$ cat src/rtl/jt6295_pkg.sv
// Shared MSM6295 ADPCM definitions: step table, index deltas, PCM limits, encoder FSM states.
package jt6295_pkg;

  localparam int unsigned PCM_W   = 12;
  localparam int unsigned STEP_W  = 11;
  localparam int unsigned IDX_W   = 6;
  localparam int unsigned IDX_MAX = 48;

  localparam logic signed [PCM_W-1:0] PCM_MAX = 12'sh7FF;
  localparam logic signed [PCM_W-1:0] PCM_MIN = 12'sh800;

  typedef enum logic [2:0] {
    ST_IDLE,
    ST_SUB,
    ST_Q2,
    ST_Q1,
    ST_Q0,
    ST_UPD
  } enc_state_t;

  // Quantiser step size for a given index (49 entries, 16..1552)
  function automatic logic [STEP_W-1:0] step_of(input logic [IDX_W-1:0] idx);
    logic [STEP_W-1:0] s;
    case (idx)
      6'd0:  s = 11'd16;   6'd1:  s = 11'd17;   6'd2:  s = 11'd19;   6'd3:  s = 11'd21;
      6'd4:  s = 11'd23;   6'd5:  s = 11'd25;   6'd6:  s = 11'd28;   6'd7:  s = 11'd31;
      6'd8:  s = 11'd34;   6'd9:  s = 11'd37;   6'd10: s = 11'd41;   6'd11: s = 11'd45;
      6'd12: s = 11'd50;   6'd13: s = 11'd55;   6'd14: s = 11'd60;   6'd15: s = 11'd66;
      6'd16: s = 11'd73;   6'd17: s = 11'd80;   6'd18: s = 11'd88;   6'd19: s = 11'd97;
      6'd20: s = 11'd107;  6'd21: s = 11'd118;  6'd22: s = 11'd130;  6'd23: s = 11'd143;
      6'd24: s = 11'd157;  6'd25: s = 11'd173;  6'd26: s = 11'd190;  6'd27: s = 11'd209;
      6'd28: s = 11'd230;  6'd29: s = 11'd253;  6'd30: s = 11'd279;  6'd31: s = 11'd307;
      6'd32: s = 11'd337;  6'd33: s = 11'd371;  6'd34: s = 11'd408;  6'd35: s = 11'd449;
      6'd36: s = 11'd494;  6'd37: s = 11'd544;  6'd38: s = 11'd598;  6'd39: s = 11'd658;
      6'd40: s = 11'd724;  6'd41: s = 11'd796;  6'd42: s = 11'd876;  6'd43: s = 11'd963;
      6'd44: s = 11'd1060; 6'd45: s = 11'd1166; 6'd46: s = 11'd1282; 6'd47: s = 11'd1411;
      default: s = 11'd1552;
    endcase
    return s;
  endfunction

  // Index adjustment for the magnitude bits of a code
  function automatic logic signed [4:0] delta_of(input logic [2:0] mag_code);
    logic signed [4:0] d;
    case (mag_code)
      3'd4:    d = 5'sd2;
      3'd5:    d = 5'sd4;
      3'd6:    d = 5'sd6;
      3'd7:    d = 5'sd8;
      default: d = -5'sd1;
    endcase
    return d;
  endfunction

endpackage

$ cat src/rtl/jt6295_enc_pack.sv
// Nibble-to-byte packer: half register, output byte register with valid/ready, odd-nibble flush.
module jt6295_enc_pack
  import jt6295_pkg::*;
#(
  parameter int unsigned HI_FIRST = 1
)(
  input  logic       clk,
  input  logic       rst_n,
  input  logic       cen,
  input  logic       push,
  input  logic [3:0] nibble,
  input  logic       flush,
  output logic [7:0] byte_out,
  output logic       byte_valid,
  input  logic       byte_ready,
  output logic       half_full,
  output logic       flush_pend,
  output logic       stall_c
);

  logic [3:0] half;
  logic       can_load;
  logic       do_flush;

  // First nibble of a pair lands in the high half when HI_FIRST is set
  function automatic logic [7:0] pack(input logic [3:0] first, input logic [3:0] second);
    return (HI_FIRST != 0) ? {first, second} : {second, first};
  endfunction

  // A completing push stalls only while the byte register stays occupied this cycle
  assign can_load = ~byte_valid | byte_ready;
  assign stall_c  = push & half_full & ~can_load;
  assign do_flush = (flush | flush_pend) & half_full & can_load;

  // Half/byte registers; a byte taken and a new byte loaded in the same cycle gives no bubble
  always_ff @(posedge clk or negedge rst_n) begin
    if (!rst_n) begin
      half       <= 4'h0;
      half_full  <= 1'b0;
      byte_out   <= 8'h00;
      byte_valid <= 1'b0;
      flush_pend <= 1'b0;
    end else if (cen) begin
      if (byte_valid && byte_ready) byte_valid <= 1'b0;
      if (push && !stall_c) begin
        if (half_full) begin
          byte_out   <= pack(half, nibble);
          byte_valid <= 1'b1;
          half_full  <= 1'b0;
        end else begin
          half      <= nibble;
          half_full <= 1'b1;
        end
      end
      if (do_flush) begin
        byte_out   <= pack(half, 4'h0);
        byte_valid <= 1'b1;
        half_full  <= 1'b0;
        flush_pend <= 1'b0;
      end else if (flush && half_full) begin
        flush_pend <= 1'b1;
      end
    end
  end

endmodule

$ cat src/rtl/jt6295_enc.sv
// MSM6295-compatible ADPCM encoder: 12-bit PCM in, packed 4-bit codes out.
// Optional feature macro: JT6295_ENC_ERR_EN adds the err_acc reconstruction-error accumulator.
module jt6295_enc
  import jt6295_pkg::*;
#(
  parameter int unsigned HI_FIRST = 1
`ifdef JT6295_ENC_ERR_EN
  , parameter int unsigned ERR_W = 24
`endif
)(
  input  logic             clk,
  input  logic             rst_n,
  input  logic             cen,
  input  logic             clr,
  input  logic             flush,
  input  logic [PCM_W-1:0] pcm_in,
  input  logic             pcm_valid,
  output logic             pcm_ready,
  output logic [7:0]       byte_out,
  output logic             byte_valid,
  input  logic             byte_ready,
  output logic             busy
`ifdef JT6295_ENC_ERR_EN
  , output logic [ERR_W-1:0] err_acc
`endif
);

  enc_state_t state, state_nxt;

  logic                    run;
  logic signed [PCM_W-1:0] pcm_r;
  logic signed [PCM_W-1:0] pred;
  logic [IDX_W-1:0]        idx;
  logic [STEP_W-1:0]       step;
  logic [PCM_W-1:0]        mag;
  logic                    sgn, b2, b1, b0;

  logic                    half_full, flush_pend, stall_c;
  logic                    in_idle, accept, flush_go;

  logic signed [PCM_W:0]   d;
  logic [PCM_W-1:0]        mag_abs;
  logic [PCM_W-1:0]        diff;
  logic signed [PCM_W+1:0] psum;
  logic signed [PCM_W-1:0] pred_nxt;
  logic signed [4:0]       dlt;
  logic signed [IDX_W:0]   idx_sum;
  logic [IDX_W-1:0]        idx_nxt;

  // Handshake: ready only after reset release, in IDLE, with no flush requested or pending
  assign in_idle   = (state == ST_IDLE);
  assign pcm_ready = run & in_idle & ~flush_pend & ~flush;
  assign accept    = cen & pcm_valid & pcm_ready;
  assign flush_go  = flush & in_idle;
  assign busy      = ~in_idle | half_full;

  // Difference and magnitude (|d| <= 4095 always fits 12 bits)
  assign d       = 13'(pcm_r) - 13'(pred);
  assign mag_abs = 12'(d[PCM_W] ? -d : d);

  // Reconstruction exactly as the decoder computes it
  assign diff = 12'(step >> 3)
              + (b2 ? 12'(step)      : 12'd0)
              + (b1 ? 12'(step >> 1) : 12'd0)
              + (b0 ? 12'(step >> 2) : 12'd0);
  assign psum = sgn ? 14'(pred) - signed'({2'b00, diff})
                    : 14'(pred) + signed'({2'b00, diff});
  assign pred_nxt = (psum > 14'(PCM_MAX)) ? PCM_MAX :
                    (psum < 14'(PCM_MIN)) ? PCM_MIN : psum[PCM_W-1:0];

  assign dlt     = delta_of({b2, b1, b0});
  assign idx_sum = signed'({1'b0, idx}) + 7'(dlt);
  assign idx_nxt = idx_sum[IDX_W]                        ? '0 :
                   (idx_sum[IDX_W-1:0] > IDX_W'(IDX_MAX)) ? IDX_W'(IDX_MAX) : idx_sum[IDX_W-1:0];

  // State register
  always_ff @(posedge clk or negedge rst_n) begin
    if (!rst_n) state <= ST_IDLE;
    else        state <= state_nxt;
  end

  // Next state: one step per cen cycle, UPD holds while the packer stalls
  always_comb begin
    state_nxt = state;
    if (cen) begin
      case (state)
        ST_IDLE: if (pcm_valid && pcm_ready) state_nxt = ST_SUB;
        ST_SUB:  state_nxt = ST_Q2;
        ST_Q2:   state_nxt = ST_Q1;
        ST_Q1:   state_nxt = ST_Q0;
        ST_Q0:   state_nxt = ST_UPD;
        ST_UPD:  if (!stall_c) state_nxt = ST_IDLE;
        default: state_nxt = ST_IDLE;
      endcase
    end
  end

`ifdef JT6295_ENC_ERR_EN
  logic signed [PCM_W:0] e;
  logic [PCM_W-1:0]      e_abs;
  logic [ERR_W:0]        err_sum;

  assign e       = 13'(pcm_r) - 13'(pred_nxt);
  assign e_abs   = 12'(e[PCM_W] ? -e : e);
  assign err_sum = {1'b0, err_acc} + (ERR_W+1)'(e_abs);

  // Saturating |pcm - reconstruction| accumulator
  always_ff @(posedge clk or negedge rst_n) begin
    if (!rst_n) begin
      err_acc <= '0;
    end else if (cen) begin
      if (in_idle && clr) err_acc <= '0;
      else if (state == ST_UPD && !stall_c)
        err_acc <= err_sum[ERR_W] ? '1 : err_sum[ERR_W-1:0];
    end
  end
`endif

  // Sequential quantiser datapath and predictor/index state
  always_ff @(posedge clk or negedge rst_n) begin
    if (!rst_n) begin
      run   <= 1'b0;
      pcm_r <= '0;
      pred  <= '0;
      idx   <= '0;
      step  <= '0;
      mag   <= '0;
      sgn   <= 1'b0;
      b2    <= 1'b0;
      b1    <= 1'b0;
      b0    <= 1'b0;
    end else begin
      run <= 1'b1;
      if (cen) begin
        case (state)
          ST_IDLE: begin
            if (clr) begin
              pred <= '0;
              idx  <= '0;
            end
            if (accept) pcm_r <= pcm_in;
          end
          ST_SUB: begin
            sgn  <= d[PCM_W];
            mag  <= mag_abs;
            step <= step_of(idx);
          end
          ST_Q2: begin
            b2 <= (mag >= 12'(step));
            if (mag >= 12'(step)) mag <= mag - 12'(step);
          end
          ST_Q1: begin
            b1 <= (mag >= 12'(step >> 1));
            if (mag >= 12'(step >> 1)) mag <= mag - 12'(step >> 1);
          end
          ST_Q0: b0 <= (mag >= 12'(step >> 2));
          ST_UPD: begin
            if (!stall_c) begin
              pred <= pred_nxt;
              idx  <= idx_nxt;
            end
          end
          default: ;
        endcase
      end
    end
  end

  jt6295_enc_pack #(.HI_FIRST(HI_FIRST)) u_pack (
    .clk        (clk),
    .rst_n      (rst_n),
    .cen        (cen),
    .push       (state == ST_UPD),
    .nibble     ({sgn, b2, b1, b0}),
    .flush      (flush_go),
    .byte_out   (byte_out),
    .byte_valid (byte_valid),
    .byte_ready (byte_ready),
    .half_full  (half_full),
    .flush_pend (flush_pend),
    .stall_c    (stall_c)
  );

endmodule
$ cat config.mk
export PLATFORM = sky130hd
export DESIGN_NAME = jt6295_enc
export DESIGN_NICKNAME = d
export VERILOG_FILES = /design/src/rtl/jt6295_pkg.sv /design/src/rtl/jt6295_enc_pack.sv /design/src/rtl/jt6295_enc.sv
export SDC_FILE = /design/constraint.sdc
export NUM_CORES = 1
export LEC_CHECK = 0
export ABC_AREA = 1
export CORE_MARGIN = 2
export CORE_UTILIZATION = 35
export DETAILED_ROUTE_END_ITERATION = 10
export DONT_BUFFER_PORTS = 1
export PLACE_DENSITY_LB_ADDON = 0.05
export SLEW_MARGIN = 5
export SYNTH_ARGS = -nofsm -noshare
export SYNTH_HDL_FRONTEND = slang
export SYNTH_SLANG_ARGS = --single-unit
$ cat constraint.sdc
create_clock -name clk -period 14.4 [get_ports clk]
set_input_delay 2.16 -clock clk [delete_from_list [all_inputs] [get_ports clk]]
set_output_delay 2.16 -clock clk [all_outputs]
set_load 0.1 [all_outputs]
Word-level counts from Yosys, hierarchy flattened

Memory sizes are Yosys's and may differ from the RTL's. A register that Yosys moved wholly into a read port is not among the register bits.
Cells that the tools add are included.

Register bits: 65
Memory bits (read-only): 704
Input bits: 19
Output and inout bits: 11
Memories: 1

Memory list:

| memory           | depth | bits a word | read ports | clocked after Yosys merged registers in | wr ports | RTL line         | RTL |
|---|---|---|---|---|---|---|---|
| (name not given) | 64    | 11          | 1          | 1                                       | 0        | jt6295_pkg.sv:24 | `case (idx)` |

Add/subtract/negate cells: 10
$lt $le $gt $ge: 6
Equality and inequality tests: 14
Mux-type cells: 34
Bitwise gates (word level): 19
Reductions and logical operators: 24

Operators with widths:

| operator                                                                          | number |
|---|---|
| 12-bit 2-to-1 mux                                                                 | 7 |
| 12-bit one-hot mux with 3 select lines                                            | 1 |
| 6-bit 2-to-1 mux                                                                  | 4 |
| 8-bit 2-to-1 mux                                                                  | 3 |
| 12-bit one-hot mux with 2 select lines                                            | 1 |
| 5-bit one-hot mux with 4 select lines                                             | 1 |
| 3-bit equality test, second input constant                                        | 6 |
| 3-bit one-hot mux with 6 select lines                                             | 1 |
| 12-bit by 13-bit adder with 14-bit output                                         | 1 |
| 14-bit by 12-bit greater-than comparator with 1-bit output, second input constant | 1 |
| 14-bit by 12-bit less-than comparator with 1-bit output, second input constant    | 1 |
| 14-bit 2-to-1 mux                                                                 | 1 |
| 12-bit by 13-bit subtractor with 14-bit output                                    | 1 |
| 12-bit by 12-bit subtractor with 13-bit output                                    | 1 |
| 12-bit by 10-bit adder with 12-bit output                                         | 1 |
| 12-bit by 9-bit adder with 12-bit output                                          | 1 |
| 8-bit by 11-bit adder with 12-bit output                                          | 1 |
| 12-bit by 10-bit greater-or-equal comparator with 1-bit output                    | 1 |
| 12-bit by 11-bit greater-or-equal comparator with 1-bit output                    | 1 |
| 12-bit by 9-bit greater-or-equal comparator with 1-bit output                     | 1 |
| 12-bit negation                                                                   | 1 |
| 6-bit one-hot mux with 2 select lines                                             | 1 |
| 2-bit AND reduction                                                               | 6 |
| 3-bit AND reduction                                                               | 4 |
| other kinds (22)                                                                  | 59 |

Longest topological paths before layout

Gate-level depths: netlist (run 1).

Depth after elaboration: 11
Mapped depth: 32

Cells and area by module

From an unflattened synthesis (run 1), not the netlist that was laid out.

Cells, all modules: 1,235
Area total of the unflattened synthesis: 8,399.3 µm²

Modules (own cells, without submodules):

| module          | instances | cells an instance | area each (µm²) |
|---|---|---|---|
| jt6295_enc      | 1         | 1,152             | 7,702.4 |
| jt6295_enc_pack | 1         | 83                | 696.9 |

Least setup slack after synthesis (run 1)

No wires, ideal clock.

Path kind: input port to output port
From: input port flush
To: output port pcm_ready
Arrival: 3.593 ns
Slack: 8.647 ns
Stages on the path: 3
Path through: inv_1 -> nand3_1 -> nor2_1

Word-level cells in the longest chain between the ends: 2

Ends and longest elaborated chain:

| what           | RTL line         | RTL |
|---|---|---|
| from (decl)    | jt6295_enc.sv:15 | `input logic flush,` |
| 1-bit inverter | jt6295_enc.sv:52 | `assign pcm_ready = run & in_idle & ~flush_pend & ~flush;` |
| 1-bit AND      | jt6295_enc.sv:52 |  |
| to (decl)      | jt6295_enc.sv:18 | `output logic pcm_ready,` |

No other way between the ends.

Final worst setup path (run 1)

From: register b2
To: register pred[0]

Word-level cells in the longest chain between the ends: 11
Elaborated cells between the ends (all ways): 13
Those cells by class: 5 x add/sub; 2 x order compare; 6 x mux

Ends and longest elaborated chain:

| what                                                                                                               | RTL line                           | RTL |
|---|---|---|
| from (decl)                                                                                                        | jt6295_enc.sv:36                   | `logic sgn, b2, b1, b0;` |
| from (signal assigned)                                                                                             | jt6295_enc.sv:149                  | `b2 <= (mag >= 12'(step));` |
| 11-bit 2-to-1 mux *                                                                                                | jt6295_enc.sv:63                   | `+ (b2 ? 12'(step) : 12'd0)` |
| 8-bit by 11-bit adder with 12-bit output *                                                                         | jt6295_enc.sv:63                   |  |
| 12-bit by 10-bit adder with 12-bit output *                                                                        | jt6295_enc.sv:64                   | `+ (b1 ? 12'(step >> 1) : 12'd0)` |
| 12-bit by 9-bit adder with 12-bit output *                                                                         | jt6295_enc.sv:65                   | `+ (b0 ? 12'(step >> 2) : 12'd0);` |
| 12-bit by 13-bit adder with 14-bit output / 12-bit by 13-bit subtractor with 14-bit output (equally long branches) | jt6295_enc.sv:67, jt6295_enc.sv:66 |  |
| 14-bit 2-to-1 mux *                                                                                                | jt6295_enc.sv:66                   | `assign psum = sgn ? 14'(pred) - signed'({2'b00, diff})` |
| 14-bit by 12-bit less-than comparator with 1-bit output                                                            | jt6295_enc.sv:69                   | `(psum < 14'(PCM_MIN)) ? PCM_MIN : psum[PCM_W-1:0];` |
| 12-bit 2-to-1 mux                                                                                                  | jt6295_enc.sv:69                   |  |
| 12-bit 2-to-1 mux *                                                                                                | jt6295_enc.sv:68                   | `assign pred_nxt = (psum > 14'(PCM_MAX)) ? PCM_MAX :` |
| 12-bit 2-to-1 mux *                                                                                                | jt6295_enc.sv:158                  | `if (!stall_c) begin` |
| 12-bit one-hot mux with 2 select lines *                                                                           | jt6295_enc.sv:135                  | `case (state)` |
| to (signal assigned)                                                                                               | jt6295_enc.sv:159                  | `pred <= pred_nxt;` |
| to (decl)                                                                                                          | jt6295_enc.sv:32                   | `logic signed [PCM_W-1:0] pred;` |

Every way passes the cells marked *; elsewhere a longest branch is shown, timed or not. The select of a mux whose other input is x is not followed.
A chain may end at the register's enable or synchronous reset.

==> out/qor.yml, run 1 <==
status:
  status: "complete, no violations"
timing:
  rsz0062_at_grt: "false"
  fmax_ghz: 0.187
  tightest_slew_ns: 1.13
  setup_violations: 0
  finalCritPeriodShare_pct: 37.2
  min_period_ns: 5.36
  tns_ns: 0
  slew_violations: 0
  finalClockSkew_ns: 0.00742
  relSlewSlack_pct: 23.8
  setup_ws_ns: 9.04
  finalHoldViolations: 0
layout:
  syn_to_final_growth_pct: 8.10
  n_fill_cell: 2570
  final_util_pct: 38.1
  diodes: 0
  seqCellArea_um2: 1900
  final_nets: 1292
  drive_above_1_share_pct: 5.11
  final_area_um2: 8870
  multi_input_area_um2: 5530
logic_synthesis:
  syn_avg_cell_area_um2: 6.96
  netlist_instances: 1179
  syn_area_um2: 8210
  synth-edff-count: 0
  synthArstFlopShare_pct: 100
  syn_nets: 1302
  synth_seq_cells: 76
  yosys_warnings: 0
  ys.flop_type: "dfrtp_1"
  ys_seq_area_share_pct: 23.2
  yosysUniqueCellTypes: 58
cts:
  post_cts_resized: 0
  ctsHoldBuffers: 0
  clock_sinks: 76
  clockBufferDepth: 2
  post-cts-setup-buffers: 0
  cts_root_buf: "clkbuf_16"
  path_clk_slew_ns: 0.06
  tritoncts: "yes"
  htree_num_levels: 3
  clk_latency_ns: 0.34
  cts_inserted_buffers: 9
route:
  vias: 7487
  first_pass_iters: 5
  vias_per_cell: 5.01
  wl_per_cell_um: 15.3
  drc_errors: 0
  drt-total-wl_um: 22900
  drt_iter0_drc: 439
  postRouteAntennaNets: 0
place:
  preCtsSetupSlack_ns: 9.08
  place_congestion: 0.811
  portBuffers: 0
  place_area_um2: 8510
  hpwl_um: 18400
floorplan:
  die_h_um: 157
  die-area_um2: 24700
  initial_core_util_pct: 35.3
  coreArea_um2: 23300
  dieWidth_um: 157
  io_pins: 30
  rows: 56
setup_path:
  endpoint_kind: "flop"
  cp.arrival_ns: 5.59
  criticalPathCategory: "reg2reg"
  cp_max_fo: 16
  cpMostUsedCell: "nand2_1"
  cp_slowest_cell: "dfrtp_1"
  cp-start-kind: "flop"
  cpPeakStageDelay_ns: 0.71
  cp.required_ns: 14.63
grt:
  grtUsageTotal_pct: 19.6
  antenna_found_initial: 0
  grt_max_degree: 77
  grt.overflow.total: 0
  grt_pass1_vias: 7332
  grt_pass1_wl_um: 38500
job:
  cap_violations: 0
worst_hold_path:
  hp-class: "reg2reg"
-- cells in the final DEF, fill, tap and decap left out, types with 4 or more instances in the layout --
cell	instances
a211oi_1	5
a21oi_1	81
a22oi_1	4
a31oi_1	8
bufinv_16	4
clkbuf_16	9
dfrtp_1	76
fa_1	22
ha_1	82
inv_1	174
inv_2	5
mux2_2	11
nand2_1	286
nand2_2	9
nand3_1	80
nand3_2	4
nand3b_1	6
nand4_1	19
nor2_1	81
nor2_2	6
nor3_1	12
o211ai_1	7
o21ai_0	79
o21ai_1	4
o22ai_1	12
o31ai_1	7
xnor2_1	9
xor2_1	34
-- final cells by class --
type                       count  share of cell area (%)
multi-input combinational    901                    62.3
clock inverter                 6                    1.54
inverter                     181                    7.66
clock buffer                  10                    2.58
sequential                    76                    21.4
tap                          319                    4.50
-- worst paths after layout --
check	startpoint	to	slack, ns	cells past startpoint
worst max-delay path	b2	pred[0]	9.04	29
worst min-delay path	u_pack.half[2]	u_pack.byte_out[6]	0.49	2
worst max register to register	b2	pred[0]	9.04	29
worst min register to register	u_pack.half[2]	u_pack.byte_out[6]	0.49	2
max in group asynchronous	rst_n	pred[0]	12.78	0
min in group asynchronous	rst_n	u_pack.flush_pend	1.50	0
-- synthesized netlist by cell type (11+ instances only) --
library cell	instances	area [um^2]
nand2_1	286	1070
inv_1	174	653
ha_1	82	1030
nor2_1	82	308
a21oi_1	81	405
nand3_1	80	400
o21ai_0	79	395
dfrtp_1	76	1900
xor2_1	34	298
fa_1	22	440
nand4_1	19	119
clkbuf_1	14	52.6
nor3_1	12	60.1
o22ai_1	12	75.1
mux2_2	11	124
-- metal layers --
metal | part of all wire (%) | GRT usage, % | vias to the layer above
met5 | 0 | 0 | -
met4 | 1.0 | 3.90 | 0
met3 | 3.0 | 2.73 | 15
met2 | 44 | 30.8 | 109
met1 | 52 | 28.9 | 3472
li1 | - | - | 3891
-- cells by family (layout without fill, tap and decap cells) --
kind of cell / after synthesis / count (layout) / synth area share (%)
and+or+nand+nor: 510 / 510 / 26.9
AOI/OAI and AO/OA: 232 / 232 / 16.4
buffers and inverters: 202 / 197 / 9.53
adders and majority gates: 104 / 104 / 17.9
DFF: 76 / 76 / 23.2
xor gates and xnor gates: 43 / 43 / 4.59
muxes: 11 / 11 / 1.51
other: 1 / 1 / 0.0457
-- stage by stage --
step / std cells / hold slack [ns]
2_1_floorplan: 1179 / 0.442
6_report: 1493 / 0.489
4_1_cts: 1493 / 0.494
3_5_place_dp: 1477 / 0.479
5_1_grt: 1493 / 0.518
3_3_place_gp: 1477 / 0.470
-- registers in the layout, indices dropped and copies added, names as in the netlist, 3 cells and up --
register,flops
state,3
mag,12
idx,6
pred,12
pcm_r,12
u_pack.half,4
step,11
u_pack.byte_out,8
-- worst max-delay path, delay by kind of cell, from the launching register on --
kind	cells	cell delay [ns]
AO/OA/AOI/OAI	2	0.21
XOR/XNOR	2	0.32
adder cells (fa/ha/maj)	5	2.13
buffers and inverters	4	0.25
flip-flops	1	0.71
AND/OR/NAND/NOR	16	1.62
Power of run 1 is not shown: default switching activity piles up to over one toggle a cycle in this logic, so the estimate is an artifact.
==> run 2: changes to the inputs <==
==> constraint.sdc (replaced) <==
create_clock -name clk -period 4.9 [get_ports clk]
set_input_delay 0.735 -clock clk [delete_from_list [all_inputs] [get_ports clk]]
set_output_delay 0.735 -clock clk [all_outputs]
set_load 0.1 [all_outputs]
==> run 2 against run 1 <==
  * Flip-flop and latch count stayed put
  * Worst hold slack got worse by 0.41 ns
  * Global-route usage increased by 0.31 points
  * Critical endpoint is now pred[1]
  * Largest cell class unchanged
  * Highest routed layer unchanged
==> out/qor.yml, run 2 (synthesis results as in run 1) <==
status:
  status: "complete, no violations"
layout:
  syn_to_final_growth_pct: 14.3
  layout_commonest_cell: "nand2_1"
  diodes: 0
  multi_input_area_um2: 5790
  final_nets: 1339
  n_fill_cell: 2509
  drive_above_1_share_pct: 12.8
  mostFrequentLayoutCells: "nand2_1, inv_1, nor2_1, o21ai_0, ha_1"
  final_util_pct: 40.3
  seqCellArea_um2: 1900
  stdcell_count: 1538
  largest_registers: "mag (12), pcm_r (12), pred (12)"
worst_hold_path:
  hp-class: "in2async"
cts:
  cts_root_buf: "clkbuf_16"
  cts_inserted_buffers: 9
  htree_num_levels: 3
  clk_latency_ns: 0.34
  clock_sinks: 76
  ctsHoldBuffers: 0
  path_clk_slew_ns: 0.07
  clockBufferDepth: 2
  tritoncts: "yes"
route:
  met1_length_um: 12400
  met3_wirelength_um: 577
  wl_per_cell_um: 15.3
  vias: 7715
  postRouteAntennaNets: 0
  first_pass_iters: 5
  routed.top_layer: "met4"
  met2_wirelength_um: 10400
  drc_errors: 0
  vias_per_cell: 5.02
  drt_iter0_drc: 414
  drt-total-wl_um: 23600
timing:
  slew_violations: 0
  finalClockSkew_ns: 0.0103
  finalCritPeriodShare_pct: 98.1
  whs_ns: 0.0778
  setup_violations: 0
  relSlewSlack_pct: 24.9
  min_period_ns: 4.81
  rsz0062_at_grt: "true"
  tightest_slew_ns: 1.12
  finalHoldViolations: 0
  setup_ws_ns: 0.0936
  fmax_ghz: 0.208
setup_path:
  rr_worst_depth: 27
  worstReg2RegStart: "b1"
  cp-start-kind: "flop"
  cp_slowest_cell: "fa_1"
  r2r_end: "pred[1]"
  regToRegSetupSlack_ns: 0.09
  criticalPathCategory: "reg2reg"
  cp_max_fo: 5
  cp.required_ns: 5.13
  endpoint_kind: "flop"
  cp.arrival_ns: 5.04
  cpPeakStageDelay_ns: 0.54
grt:
  grtUsageTotal_pct: 19.9
  grt.overflow.total: 0
  antenna_found_initial: 0
  grt_pass1_vias: 7472
  grt_pass1_wl_um: 38900
  grt_max_degree: 77
floorplan:
  die-area_um2: 24700
  initial_core_util_pct: 35.3
  coreArea_um2: 23300
  dieWidth_um: 157
  die_h_um: 157
  rows: 56
  io_pins: 30
place:
  place_congestion: 0.839
  portBuffers: 0
  hpwl_um: 18700
  preCtsSetupSlack_ns: -0.0488
  place_inst: 1513
job:
  cap_violations: 0
-- run 2: changes by cell type in the layout (fill, tap and decap cells not counted), moves of 4 or more --
cell / before / now
buf_4: 0 / 43
nand3_1: 80 / 69
inv_1: 174 / 165
inv_2: 5 / 14
nand2_1: 286 / 277
nand3_2: 4 / 13
nand2_2: 9 / 16
a21oi_1: 81 / 76
a21oi_2: 1 / 5
bufinv_16: 4 / 0
ha_1: 82 / 78
ha_4: 0 / 4
nand3_4: 2 / 6
-- run 2: area by class of cell --
type                    instances  share of cell area [%]
clock buffers                   9                    2.40
repair buffers                 45                    3.68
clock inverters                 5                   0.334
inverters                     181                    7.24
flip-flops and latches         76                    20.3
multi-input cells             903                    61.8
well taps                     319                    4.26
-- run 2: worst max path at each step --
stage	startpoint	to	slack, ns	cells after the start
6_report	b1	pred[1]	0.09	27
5_1_grt	b1	pred[1]	-0.25	29
4_1_cts	b2	pred[6]	0.04	25
3_5_place_dp	b2	pred[0]	-0.05	29
3_3_place_gp	b2	pred[0]	-0.03	29
2_1_floorplan	b2	pred[0]	0.05	30
-- run 2: through the flow --
stage	setup TNS [ns]	area, um^2
floorplan	0	8210
global placement	-0.152	8780
detailed placement	-0.410	8780
CTS	0	9050
global route	-2.53	9380
finish	0	9380
-- run 2: what timing repair did --
action	in CTS	in global routing
pin swaps	1	24
setup endpoints to repair	11	12
gates cloned	0	2
buffers inserted	2	7
gates resized for setup	2	62
-- run 2: critical path, delay by kind of cell (launching register included) --
family | cells | cell delay [ns]
AOI/OAI and AO/OA | 2 | 0.19
DFF | 1 | 0.42
and+or+nand+nor | 15 | 1.59
xor gates and xnor gates | 2 | 0.41
adders and majority gates | 5 | 1.95
buffers and inverters | 3 | 0.14
-- run 2: layer usage --
metal	track usage, %	vias up
met5	0	-
met4	4.29	0
met3	2.18	16
met2	31.7	114
met1	29.2	3585
li1	-	4000
Power of run 2 is left out for the same reason.
==> run 3: changes to the inputs <==
--- a/config.mk
+++ b/config.mk
@@ -6,6 +6,8 @@
 export NUM_CORES = 1
 export LEC_CHECK = 0
 export ABC_AREA = 1
+export CELL_PAD_IN_SITES_DETAIL_PLACEMENT = 0
+export CELL_PAD_IN_SITES_GLOBAL_PLACEMENT = 1
 export CORE_MARGIN = 2
 export CORE_UTILIZATION = 35
 export DETAILED_ROUTE_END_ITERATION = 10
==> constraint.sdc (replaced) <==
create_clock -name clk -period 4.86 [get_ports clk]
set_input_delay 0.729 -clock clk [delete_from_list [all_inputs] [get_ports clk]]
set_output_delay 0.729 -clock clk [all_outputs]
set_load 0.1 [all_outputs]
==> run 3 against run 2 <==
  * Die area did not move
  * Final area rose by 1.0%
  * Flip-flop and latch count unchanged
  * Clock-buffer cell count increased by 1
  * Critical path depth unchanged
  * Global-route usage is 0.11 points higher
  * Critical path type unchanged
  * Highest routed layer unchanged
==> out/qor.yml, run 3 (synthesis results as in run 1) <==
status:
  status: "complete, no violations"
setup_path:
  cp.arrival_ns: 4.89
  cp.required_ns: 5.09
  criticalPathCategory: "reg2reg"
  regToRegSetupSlack_ns: 0.20
  cp_max_fo: 5
  cp-start-kind: "flop"
  endpoint_kind: "flop"
floorplan:
  coreArea_um2: 23300
  initial_core_util_pct: 35.3
  die-area_um2: 24700
  dieWidth_um: 157
  die_h_um: 157
  rows: 56
  io_pins: 30
timing:
  rsz0062_at_grt: "true"
  finalHoldViolations: 0
  finalClockSkew_ns: 0.0101
  setup_violations: 0
  slew_violations: 0
  min_period_ns: 4.66
  fmax_ghz: 0.215
  finalCritPeriodShare_pct: 95.9
  relSlewSlack_pct: 39.3
  tightest_slew_ns: 0.911
place:
  portBuffers: 0
  hpwl_um: 19100
  place_inst: 1515
  place_congestion: 0.833
layout:
  mostFrequentLayoutCells: "nand2_1, inv_1, o21ai_0"
  n_fill_cell: 2545
  syn_to_final_growth_pct: 15.5
  largest_registers: "mag (12), pcm_r (12), pred (12)"
  drive_above_1_share_pct: 13.5
  layout_commonest_cell: "nand2_1"
  stdcell_count: 1545
  final_nets: 1345
  diodes: 0
worst_hold_path:
  hp-class: "in2async"
route:
  vias_per_cell: 4.97
  vias: 7674
  drc_errors: 0
  wl_per_cell_um: 15.4
  postRouteAntennaNets: 0
  drt_iter0_drc: 384
  first_pass_iters: 6
  drt-total-wl_um: 23800
cts:
  htree_num_levels: 3
  clk_latency_ns: 0.35
  clock_sinks: 76
  clockBufferDepth: 2
  ctsHoldBuffers: 0
  cts_inserted_buffers: 9
  cts_root_buf: "clkbuf_16"
  tritoncts: "yes"
  path_clk_slew_ns: 0.06
job:
  cap_violations: 0
grt:
  grt_pass1_vias: 7609
  grt.overflow.total: 0
  grtUsageTotal_pct: 20.1
  grt_pass1_wl_um: 39100
  antenna_found_initial: 0
  grt_max_degree: 77
[run 3: cell count changes in the layout (fill, tap and decap cells not counted), moves of 3 or more]
cell     change
ha_2         +3
nand3_2      -5
buf_4        +5
nand2_1      -4
nand3_1      +7
nand2_2      +3
ha_1         -4
[run 3: through the flow]
stage	setup slack (ns)	setup TNS (ns)	util (%)	hold WS, ns	instance area, um^2
5_1_grt	-0.157	-1.13	40.7	0.0499	9480
3_3_place_gp	0.00658	0	37.8	0.435	8790
3_5_place_dp	-0.0414	-0.0889	37.8	0.435	8790
2_1_floorplan	0.0120	0	-	0.433	8210
4_1_cts	0.0260	0	39.6	0.0558	9200
6_report	0.201	0	40.7	0.0701	9480
[run 3: timing repair]
item | 4_1_cts | 5_1_grt
setup endpoints to repair | 4 | 12
pin swaps | 17 | 47
resized for setup | 17 | 49
gates cloned | 1 | 1
setup buffers | 4 | 11
[run 3: path summary, 6_finish.rpt]
path                                 from                  to  cells after the start
setup / recovery                  step[1]             pred[0]                     27
hold / removal                      rst_n  u_pack.byte_out[7]                      0
setup reg to reg                  step[1]             pred[0]                     27
hold reg to reg            u_pack.half[3]  u_pack.byte_out[7]                      2
max in group asynchronous           rst_n           pcm_r[10]                      0
min in group clk           u_pack.half[3]  u_pack.byte_out[7]                      2
[run 3: critical path: stages, from the launching register on]
cell and delay [ns]:
dfrtp_1 0.42, nand2_2 0.07, fa_1 0.49, fa_1 0.51, inv_1 0.04, ha_2 0.19
fa_2 0.38, nand2_1 0.08, inv_1 0.04, nor2_2 0.17, nor2_1 0.07, nand3_1 0.11
nor2_2 0.06, nand4_1 0.10, nand2_2 0.09, xnor2_2 0.28, ha_4 0.26, a21oi_2 0.15
nor2_1 0.08, a211oi_2 0.20, o21ai_2 0.11, xor2_2 0.18, nand2b_4 0.11, nand3_4 0.12
nand2_2 0.09, inv_2 0.03, nand2_1 0.05, nand2_1 0.05
[run 3: final cells by class]
cell class | instances | area (um^2) | area share (%)
Clock buffer | 10 | 229 | 2.42
Clock inverter | 5 | 77.6 | 0.819
Inverter | 181 | 679 | 7.17
Multi-Input combinational cell | 903 | 5790 | 61.1
Sequential cell | 76 | 1900 | 20.1
Tap cell | 319 | 399 | 4.21
Timing Repair Buffer | 51 | 394 | 4.16
[run 3: routing by layer]
metal / track usage, % / vias up / part of all wire [%]
met1: 29.3 / 3550 / 52
met5: 0 / - / 0
met3: 2.84 / 22 / 2.8
li1: - / 4006 / -
met4: 4.98 / 0 / 1.8
met2: 31.1 / 96 / 43
Power of run 3 is left out for the same reason.
